## src/rtl/fpmul_bf16_pipe.sv

```systemverilog
// fpmul_bf16_pipe: 3-stage bfloat16 multiplier, valid/ready handshake, flush-to-zero.
// Optional macro FPMUL_ROUND_NEAREST_EN selects round-to-nearest-even instead of truncation.
`default_nettype none

module fpmul_bf16_pipe #(
    parameter int BIT_WIDTH = 16,
    parameter int EXP_BIAS  = 127
) (
    input  logic                 clk,
    input  logic                 rst,
    input  logic [BIT_WIDTH-1:0] a_operand,
    input  logic [BIT_WIDTH-1:0] b_operand,
    input  logic                 in_valid,
    output logic                 in_ready,
    output logic [BIT_WIDTH-1:0] result,
    output logic                 overflow,
    output logic                 underflow,
    output logic                 out_valid,
    input  logic                 out_ready
);

    localparam int EXP_W  = 8;
    localparam int MAN_W  = BIT_WIDTH - 1 - EXP_W;
    localparam int SIG_W  = MAN_W + 1;
    localparam int PROD_W = 2 * SIG_W;
    localparam logic [EXP_W-1:0]     EXP_MAX = {EXP_W{1'b1}};
    localparam logic [BIT_WIDTH-1:0] QNAN    = {1'b0, {EXP_W{1'b1}}, 1'b1, {(MAN_W-1){1'b0}}};

    // One global enable: the whole pipe freezes while the output is blocked.
    logic advance;
    assign advance  = !(out_valid && !out_ready);
    assign in_ready = advance;

    // ---------------- Stage 1: unpack, sign, exponent sum, mantissa product
    logic             a_sign, b_sign;
    logic [EXP_W-1:0] a_exp, b_exp;
    logic [MAN_W-1:0] a_man, b_man;
    logic             a_zero, b_zero, a_inf, b_inf, a_nan, b_nan;
    logic [PROD_W-1:0] prod;
    logic signed [9:0] exp_sum;

    assign a_sign = a_operand[BIT_WIDTH-1];
    assign b_sign = b_operand[BIT_WIDTH-1];
    assign a_exp  = a_operand[BIT_WIDTH-2 -: EXP_W];
    assign b_exp  = b_operand[BIT_WIDTH-2 -: EXP_W];
    assign a_man  = a_operand[MAN_W-1:0];
    assign b_man  = b_operand[MAN_W-1:0];

    assign a_zero = (a_exp == '0);
    assign b_zero = (b_exp == '0);
    assign a_inf  = (a_exp == EXP_MAX) && (a_man == '0);
    assign b_inf  = (b_exp == EXP_MAX) && (b_man == '0);
    assign a_nan  = (a_exp == EXP_MAX) && (a_man != '0);
    assign b_nan  = (b_exp == EXP_MAX) && (b_man != '0);

    assign prod    = {1'b1, a_man} * {1'b1, b_man};
    assign exp_sum = $signed({2'b00, a_exp}) + $signed({2'b00, b_exp}) - $signed(10'(EXP_BIAS));

    logic              s1_valid, s1_sign, s1_nan, s1_inf, s1_zero;
    logic signed [9:0] s1_exp;
    logic [PROD_W-1:0] s1_prod;

    always_ff @(posedge clk or posedge rst) begin
        if (rst) begin
            s1_valid <= 1'b0;
            s1_sign  <= 1'b0;
            s1_nan   <= 1'b0;
            s1_inf   <= 1'b0;
            s1_zero  <= 1'b0;
            s1_exp   <= '0;
            s1_prod  <= '0;
        end else if (advance) begin
            s1_valid <= in_valid;
            s1_sign  <= a_sign ^ b_sign;
            s1_nan   <= a_nan || b_nan || (a_inf && b_zero) || (b_inf && a_zero);
            s1_inf   <= a_inf || b_inf;
            s1_zero  <= a_zero || b_zero;
            s1_exp   <= exp_sum;
            s1_prod  <= prod;
        end
    end

    // ---------------- Stage 2: normalize, round, exponent adjust
    logic              norm;
    logic [MAN_W-1:0]  man_n, man_final;
    logic signed [9:0] exp_n, exp_final;

    assign norm  = s1_prod[PROD_W-1];
    assign man_n = norm ? s1_prod[PROD_W-2 -: MAN_W] : s1_prod[PROD_W-3 -: MAN_W];
    assign exp_n = s1_exp + 10'(norm);

`ifdef FPMUL_ROUND_NEAREST_EN
    logic             guard, sticky, round_up;
    logic [SIG_W-1:0] man_r;

    assign guard    = norm ? s1_prod[MAN_W]       : s1_prod[MAN_W-1];
    assign sticky   = norm ? |s1_prod[MAN_W-1:0]  : |s1_prod[MAN_W-2:0];
    assign round_up = guard && (sticky || man_n[0]);
    assign man_r    = {1'b0, man_n} + SIG_W'(round_up);
    // A carry out of the mantissa leaves it all-zero and bumps the exponent.
    assign man_final = man_r[MAN_W-1:0];
    assign exp_final = exp_n + 10'(man_r[MAN_W]);
`else
    logic unused_prod_lsbs;
    assign unused_prod_lsbs = ^s1_prod[MAN_W-1:0];
    assign man_final = man_n;
    assign exp_final = exp_n;
`endif

    logic              s2_valid, s2_sign, s2_nan, s2_inf, s2_zero;
    logic signed [9:0] s2_exp;
    logic [MAN_W-1:0]  s2_man;

    always_ff @(posedge clk or posedge rst) begin
        if (rst) begin
            s2_valid <= 1'b0;
            s2_sign  <= 1'b0;
            s2_nan   <= 1'b0;
            s2_inf   <= 1'b0;
            s2_zero  <= 1'b0;
            s2_exp   <= '0;
            s2_man   <= '0;
        end else if (advance) begin
            s2_valid <= s1_valid;
            s2_sign  <= s1_sign;
            s2_nan   <= s1_nan;
            s2_inf   <= s1_inf;
            s2_zero  <= s1_zero;
            s2_exp   <= exp_final;
            s2_man   <= man_final;
        end
    end

    // ---------------- Stage 3: special-case select, range check, pack
    logic [BIT_WIDTH-1:0] pack_res;
    logic                 pack_ovf, pack_unf;

    always_comb begin
        pack_res = {s2_sign, s2_exp[EXP_W-1:0], s2_man};
        pack_ovf = 1'b0;
        pack_unf = 1'b0;
        if (s2_nan) begin
            pack_res = QNAN;
        end else if (s2_inf) begin
            pack_res = {s2_sign, EXP_MAX, {MAN_W{1'b0}}};
        end else if (s2_zero) begin
            pack_res = {s2_sign, {(BIT_WIDTH-1){1'b0}}};
        end else if (s2_exp >= 10'sd255) begin
            pack_res = {s2_sign, EXP_MAX, {MAN_W{1'b0}}};
            pack_ovf = 1'b1;
        end else if (s2_exp <= 10'sd0) begin
            pack_res = {s2_sign, {(BIT_WIDTH-1){1'b0}}};
            pack_unf = 1'b1;
        end
    end

    always_ff @(posedge clk or posedge rst) begin
        if (rst) begin
            out_valid <= 1'b0;
            result    <= '0;
            overflow  <= 1'b0;
            underflow <= 1'b0;
        end else if (advance) begin
            out_valid <= s2_valid;
            result    <= pack_res;
            overflow  <= pack_ovf;
            underflow <= pack_unf;
        end
    end

endmodule

`default_nettype wire

```

## config.mk

```make
export PLATFORM = sky130hd
export DESIGN_NAME = fpmul_bf16_pipe
export DESIGN_NICKNAME = d
export VERILOG_FILES = /design/src/rtl/fpmul_bf16_pipe.sv
export SDC_FILE = /design/constraint.sdc
export NUM_CORES = 1
export LEC_CHECK = 0
export CAP_MARGIN = 40
export CORE_AREA = 10 10 109 111
export CTS_BUF_LIST = sky130_fd_sc_hd__clkbuf_8
export CTS_CLUSTER_SIZE = 12
export DETAILED_ROUTE_END_ITERATION = 8
export DIE_AREA = 0 0 119 121
export PLACE_DENSITY = 0.81
export SYNTH_ARGS = -nofsm -noshare
export SYNTH_HDL_FRONTEND = slang
export SYNTH_SLANG_ARGS = --single-unit
```

## constraint.sdc

```tcl
create_clock -name clk -period 2.19 [get_ports clk]
set_clock_uncertainty 0.05 [all_clocks]
set_input_delay 0.438 -clock clk [delete_from_list [all_inputs] [get_ports clk]]
set_output_delay 0.438 -clock clk [all_outputs]
set_load 0.01 [all_outputs]
```

==> key figures, run 1 <==
Global route
  – Total GRT Usage: 0.1737
  – Vias in the first global route: 4623
  – Initial antenna violation count: 0
  – Global-route wire length before repair: 21060 µm
  – Largest net degree at the start of global routing: 76
  – GRT Residual Overflow: 0

Timing
  – Fmax: 0.2532 GHz
  – Period utilization: 1.803
  – Setup TNS: -15130 ps
  – Slew Limit Fails: 0
  – Min Tclk post-route: 3949 ps
  – RSZ-0062 raised after global routing: yes
  – Fin worst setup slack: -1759 ps
  – Slew margin rel.: 0.7173
  – Slew @ Worst Pin: 420.2 ps
  – Final hold vios: 0
  – Hold slack: 416.0 ps
  – Final setup fails: 9

Synth
  – Syn Area/Cell: 9.292 µm²
  – Synth area leader: dfrtp_1
  – Post-synth cell types: 52
  – Register area share after synthesis: 0.3165
  – Asr flop ratio synth: 1.000
  – Yosys warns: 0
  – Mapped Area: 5139 µm²
  – Area contributors post-synth: dfrtp_1 32%, fa_1 14%, ha_1 12%
  – Synthesized flop and latch total: 65
  – Number of synthesized flops with an enable pin: 0
  – Synth Instances: 553
  – Area share of the largest cell type after synthesis: 0.3165
  – Mapped Nets: 674
  – Ys flop type: dfrtp_1

Clocking
  – Clk sinks: 65
  – CTS H-Tree Depth: 3
  – Clk root buf: clkbuf_8
  – Clock buffer depth: 2
  – Hold buffer count at cts: 0
  – CTS tree: yes
  – TritonCTS Buffers: 9
  – Skew-Pair Late Insertion Delay: 330 ps
  – Clock slew at reported path FFs: 70 ps

Layout
  – Non-Filler Instances: 827
  – Fin nets: 810
  – Number of diodes: 0
  – Commonest cells after routing, fill and taps aside: 83 x nand2_1, 81 x buf_4, 65 x dfrtp_1
  – Post-layout util: 0.7199
  – Leading cell type in the layout, fill and taps excluded: nand2_1
  – Share of layout cells above drive strength 1: 0.2666
  – Synth-to-Final Area Change: 35.04%

Die
  – Die ar.: 14400 µm²
  – Top Ports: 56
  – Die X: 119 µm
  – Die H: 121 µm
  – Number of core rows: 36
  – CORE AREA: 9639 µm²
  – Initial core utilization: 0.5331

Placement
  – Pre-CTS setup slack: -2623 ps
  – HPWL Detailed: 9375 µm
  – IO buf count: 55
  – GPL Wtd Cong: 0.9056
  – Placed Cells: 797

Drt
  – Drt initial violations: 279
  – Post-DRT Antenna Nets: 0
  – Final wirelength: 12470 µm
  – Vias/cell: 5.238
  – DR WL/cell: 15.08 µm
  – Pre-antenna DRT Iters: 4
  – Vias: 4332
  – DRC Markers: 0

Power and ir drop
  – Pwr/cell area: 1114 nW/µm²
  – Leakage: 3.300 nW
  – Peak supply drop: 0.6431 mV

Status
  – Failing checks: setup timing
  – Status: finished with violations

Setup path
  – R2r startpoint: s2_exp[0]
  – Crit-path cells: buf_8 > and2_4 > fa_1 > inv_2 > fa_1 > inv_1 > fa_1 > inv_1 > fa_1 > inv_2 > ha_4 > nand4_1 > o221ai_4 > o221ai_2 > xor2_1 > o21ai_1
  – Arrival time worst endpoint: 4110 ps
  – CP Class: input pin to flop
  – Crit-path max cell delay: 560 ps
  – Worst Path Max Fanout: 5
  – Critical R2R Capture: result[1]
  – CP Launch Type: input pin
  – Register-to-Register Setup Slack: 330 ps
  – Reg2reg path depth: 7
  – CP max stage cell: fa_1
  – Critical Path End Type: flop
  – WP data required: 2350 ps
  – CP most frequent cell: fa_1

Hold path
  – WHS Endpoint: out_valid
  – Hold Path Depth: 1
  – Hold WC Path Type: flop to flop
  – Hold wc startpoint: s2_valid

Flow run
  – Max-cap viol count: 0
## per-stage QoR
step                      total power, W  area [µm²]
after floorplan                 0.004821        5234
after global placement          0.006151        6435
after detailed placement        0.006362        6435
after CTS                       0.007654        6823
after global routing            0.008374        6939
final                           0.007733        6939
## how the worst max path moves through the flow
stage | start | to | slack, ps | cells after the start
floorplan | b_operand[5] | s1_prod[11] | -1810 | 15
finish | b_operand[5] | s1_prod[13] | -1760 | 16
global placement | b_operand[3] | s1_prod[13] | -2490 | 14
CTS | a_operand[2] | s1_prod[12] | -1810 | 17
global route | b_operand[6] | s1_prod[13] | -1890 | 17
detailed placement | b_operand[5] | s1_prod[12] | -2620 | 17
## cell usage after synthesis (10+ instances only)
| library cell | instances |
|---|---|
| fa_1 | 36 |
| nand2_1 | 84 |
| dfrtp_1 | 65 |
| xnor2_1 | 12 |
| xor2_1 | 12 |
| and2_1 | 19 |
| a21oi_1 | 24 |
| clkbuf_1 | 10 |
| ha_1 | 49 |
| inv_1 | 67 |
| nor2_1 | 43 |
| o21ai_0 | 34 |
## flip-flops by register name, indices dropped and copies added, names as in the netlist
| signal | cells |
|---|---|
| s1_nan | 1 |
| s2_nan | 1 |
| overflow | 1 |
| s1_exp | 10 |
| s2_man | 7 |
| s1_inf | 1 |
| s2_inf | 1 |
| result | 16 |
| out_valid | 1 |
| s1_prod | 9 |
| s2_valid | 1 |
| s1_zero | 1 |
| underflow | 1 |
| s2_zero | 1 |
| s2_exp | 10 |
| s2_sign | 1 |
| s1_valid | 1 |
| s1_sign | 1 |
## metal layers
metal  vias to the layer above  part of all wire  wire (µm)  global-route usage
met5                         -                 0          0                   0
met4                         0             0.021        264             0.08321
met3                        23             0.032        402             0.02373
met2                       108              0.53       6668              0.3205
met1                      2087              0.41       5136              0.1926
li1                       2114                 -          -                   -
## where the power goes
group / switching (W) / internal [W] / total [W]
Sequential: 0.000392 / 0.00173 / 0.00212
Combinational: 0.00227 / 0.00236 / 0.00462
Clock: 0.000438 / 0.000548 / 0.000986
## area by class of cell
class / instances / area (µm²)
flip-flops and latches: 65 / 1627
clock inverters: 6 / 58.81
well taps: 133 / 166.4
inverters: 67 / 256.5
multi-input cells: 404 / 3457
fillers: 725 / 2700
repair buffers: 142 / 1236
clock buffers: 10 / 137.6
## worst max-delay path: cells and delay by family
| family | cells | cell delay (ps) |
|---|---|---|
| AOI/OAI and AO/OA | 3 | 550 |
| xor gates and xnor gates | 1 | 190 |
| adders and majority gates | 5 | 2320 |
| and+or+nand+nor | 2 | 310 |
| buffers and inverters | 5 | 300 |
## what timing repair did
item | CTS | global route
gates resized for setup | 89 | 41
endpoints found under the hold margin | 0 | 0
setup buffers | 11 | 3
setup endpoints to repair | 16 | 15
pin swaps | 41 | 32
## cells by family (layout without fill, tap and decap cells)
logic type | after synthesis | in the layout | synth area share
flops | 65 | 65 | 0.3165
fa+ha+maj | 85 | 85 | 0.2596
simple gates | 188 | 188 | 0.1712
buf+inv | 84 | 225 | 0.06623
compound gates | 99 | 99 | 0.1300
xor+xnor | 24 | 24 | 0.04091
mux | 8 | 8 | 0.01558
Note: power is estimated with default switching activity, not from simulation.
==> run 2: changes to the inputs <==
- HOLD_SLACK_MARGIN: unset -> 0.08
==> results of run 2 <==
No change in the layout: final DEF, timing and power equal those of run 1.
==> run 3: changes to the inputs <==
- MAX_ROUTING_LAYER: unset -> met4
==> key figures, run 3 (synthesized netlist as in run 1, its figures left out) <==
Layout
  – Biggest register: result
  – Post-layout util: 0.7188
  – Share of layout cells above drive strength 1: 0.2634
  – Number of diodes: 0
  – Final Cell Area: 6929 µm²
  – Synth-to-Final Area Change: 34.84%
  – Leading cell type in the layout, fill and taps excluded: nand2_1
  – Commonest cells after routing, fill and taps aside: 81 x nand2_1, 78 x buf_4, 65 x dfrtp_1
  – Fin nets: 808
  – Max FFs per register: 16
  – Largest registers: result: 16 flops, s1_exp: 10 flops, s2_exp: 10 flops

Timing
  – RSZ-0062 raised after global routing: yes
  – Min Tclk post-route: 3949 ps
  – Slew @ Worst Pin: 407.3 ps
  – Final hold vios: 0
  – Setup TNS: -15070 ps
  – Fmax: 0.2532 GHz
  – Final setup fails: 9
  – Fin worst setup slack: -1759 ps
  – Slew margin rel.: 0.7285
  – Period utilization: 1.803
  – Slew Limit Fails: 0

Die
  – Initial core utilization: 0.5331
  – CORE AREA: 9639 µm²
  – Die H: 121 µm
  – Die ar.: 14400 µm²
  – Top Ports: 56
  – Die X: 119 µm
  – Number of core rows: 36

Global route
  – Vias in the first global route: 4571
  – Global-route wire length before repair: 20800 µm
  – GRT Residual Overflow: 0
  – Total GRT Usage: 0.1764
  – Initial antenna violation count: 0
  – Largest net degree at the start of global routing: 66

Setup path
  – R2r startpoint: s2_exp[0]
  – Critical Path End Type: flop
  – CP max stage cell: fa_1
  – Worst Path Max Fanout: 3
  – WP data required: 2390 ps
  – CP Launch Type: input pin
  – CP Class: input pin to flop
  – Crit-path leading delay family: adder cells
  – Crit-path max cell delay: 520 ps
  – Crit-path cells: buf_8 > buf_6 > and2_4 > fa_1 > inv_2 > fa_1 > inv_1 > fa_1 > inv_2 > fa_1 > inv_2 > ha_4 > nand4_1 > buf_4 > o211ai_4 > a31oi_2 > xor2_1 > o21ai_1
  – Register-to-Register Setup Slack: 380 ps
  – Arrival time worst endpoint: 4150 ps
  – Reg2reg path depth: 7
  – Critical R2R Capture: result[3]
  – Crit path buf inv count: 7
  – CP most frequent cell: fa_1

Power and ir drop
  – Clk network pwr share: 0.149
  – NetSw: 0.003069 W
  – Sw Ratio: 0.3894
  – Gate power share: 0.581
  – Overall power: 0.007882 W
  – Leakage: 3.297 nW
  – Peak supply drop: 0.5694 mV
  – Pwr/cell area: 1137 nW/µm²
  – Sequential group share of total power: 0.270
  – Pint: 0.004812 W

Drt
  – Vias/cell: 5.216
  – DRC Markers: 0
  – Drt initial violations: 183
  – Pre-antenna DRT Iters: 4
  – Vias: 4298
  – Final wirelength: 12150 µm
  – Post-DRT Antenna Nets: 0
  – DR WL/cell: 14.74 µm

Hold path
  – WHS Endpoint: s2_valid
  – Hold wc startpoint: s2_valid
  – Hold Path Depth: 2
  – Hold WC Path Type: flop to flop

Placement
  – GPL Wtd Cong: 0.8905
  – Post-DP Area: 6430 µm²
  – HPWL Detailed: 9322 µm
  – IO buf count: 55

Flow run
  – Max-cap viol count: 0

Clocking
  – Clk sinks: 65
  – Skew-Pair Late Insertion Delay: 330 ps
  – CTS H-Tree Depth: 3
  – Clock buffer depth: 2
  – TritonCTS Buffers: 9
  – Hold buffer count at cts: 0
  – Clock slew at reported path FFs: 60 ps
  – CTS tree: yes
  – Clk root buf: clkbuf_8

Status
  – Failing checks: setup timing
  – Status: finished with violations
==> run 3: cell count changes in the layout (fill, tap and decap cells not counted), moves of 3 or more <==
cell	previous run	this run
buf_4	81	78
buf_6	10	13
clkbuf_2	5	2
ha_4	12	9
ha_1	36	39
==> run 3: how the worst max path moves through the flow <==
| stage | start | endpoint | slack [ps] | cells past startpoint |
|---|---|---|---|---|
| floorplan | b_operand[5] | s1_prod[11] | -1810 | 15 |
| global placement | a_operand[3] | s1_prod[13] | -2490 | 16 |
| detailed placement | b_operand[3] | s1_prod[11] | -2570 | 16 |
| CTS | b_operand[2] | s1_prod[11] | -1840 | 17 |
| global route | b_operand[2] | s1_prod[12] | -1870 | 18 |
| finish | b_operand[2] | s1_prod[12] | -1760 | 18 |
==> run 3: repair_timing <==
item,CTS,global route
endpoints found under the setup margin,16,14
endpoints found under the hold margin,0,0
gates resized for setup,93,29
buffers inserted,9,2
pin swaps,43,28
==> run 3: worst reg2reg max path, cell delays in order, from the launching register on <==
cell,delay (ps)
dfrtp_1,420
nor4_1,300
nand2_1,90
nor4_1,270
nand3b_1,200
nor2_1,50
buf_4,150
a22o_1,170
==> run 3: per-stage QoR <==
step | cells | setup WS, ps | hold slack, ps
6_report | 824 | -1759 | 409.6
2_1_floorplan | 553 | -1808 | 380.0
3_3_place_gp | 798 | -2487 | 394.0
5_1_grt | 824 | -1866 | 455.4
3_5_place_dp | 798 | -2574 | 399.1
4_1_cts | 822 | -1837 | 413.7
==> run 3: cell type report <==
type | count | area (µm²)
flip-flops and latches | 65 | 1627
well taps | 133 | 166.4
clock inverters | 6 | 107.6
repair buffers | 140 | 1216
clock buffers | 9 | 123.9
multi-input cells | 404 | 3435
inverters | 67 | 254.0
fillers | 744 | 2710
==> run 3: per-layer routing <==
| metal | global-route usage | up-vias | wire length (µm) |
|---|---|---|---|
| met4 | 0.06260 | 0 | 224 |
| met3 | 0.02652 | 16 | 289 |
| met2 | 0.3185 | 88 | 6450 |
| met1 | 0.1938 | 2085 | 5185 |
| li1 | - | 2109 | - |
| met5 | - | - | 0 |
==> run 3: power by group through the flow <==
stage	logic, W	clock network (W)	registers, W
floorplan	0.00271	0	0.00212
global placement	0.00404	0	0.00212
detailed placement	0.00419	0	0.00214
CTS	0.00437	0.00120	0.00213
global route	0.00508	0.00127	0.00221
finish	0.00458	0.00117	0.00213
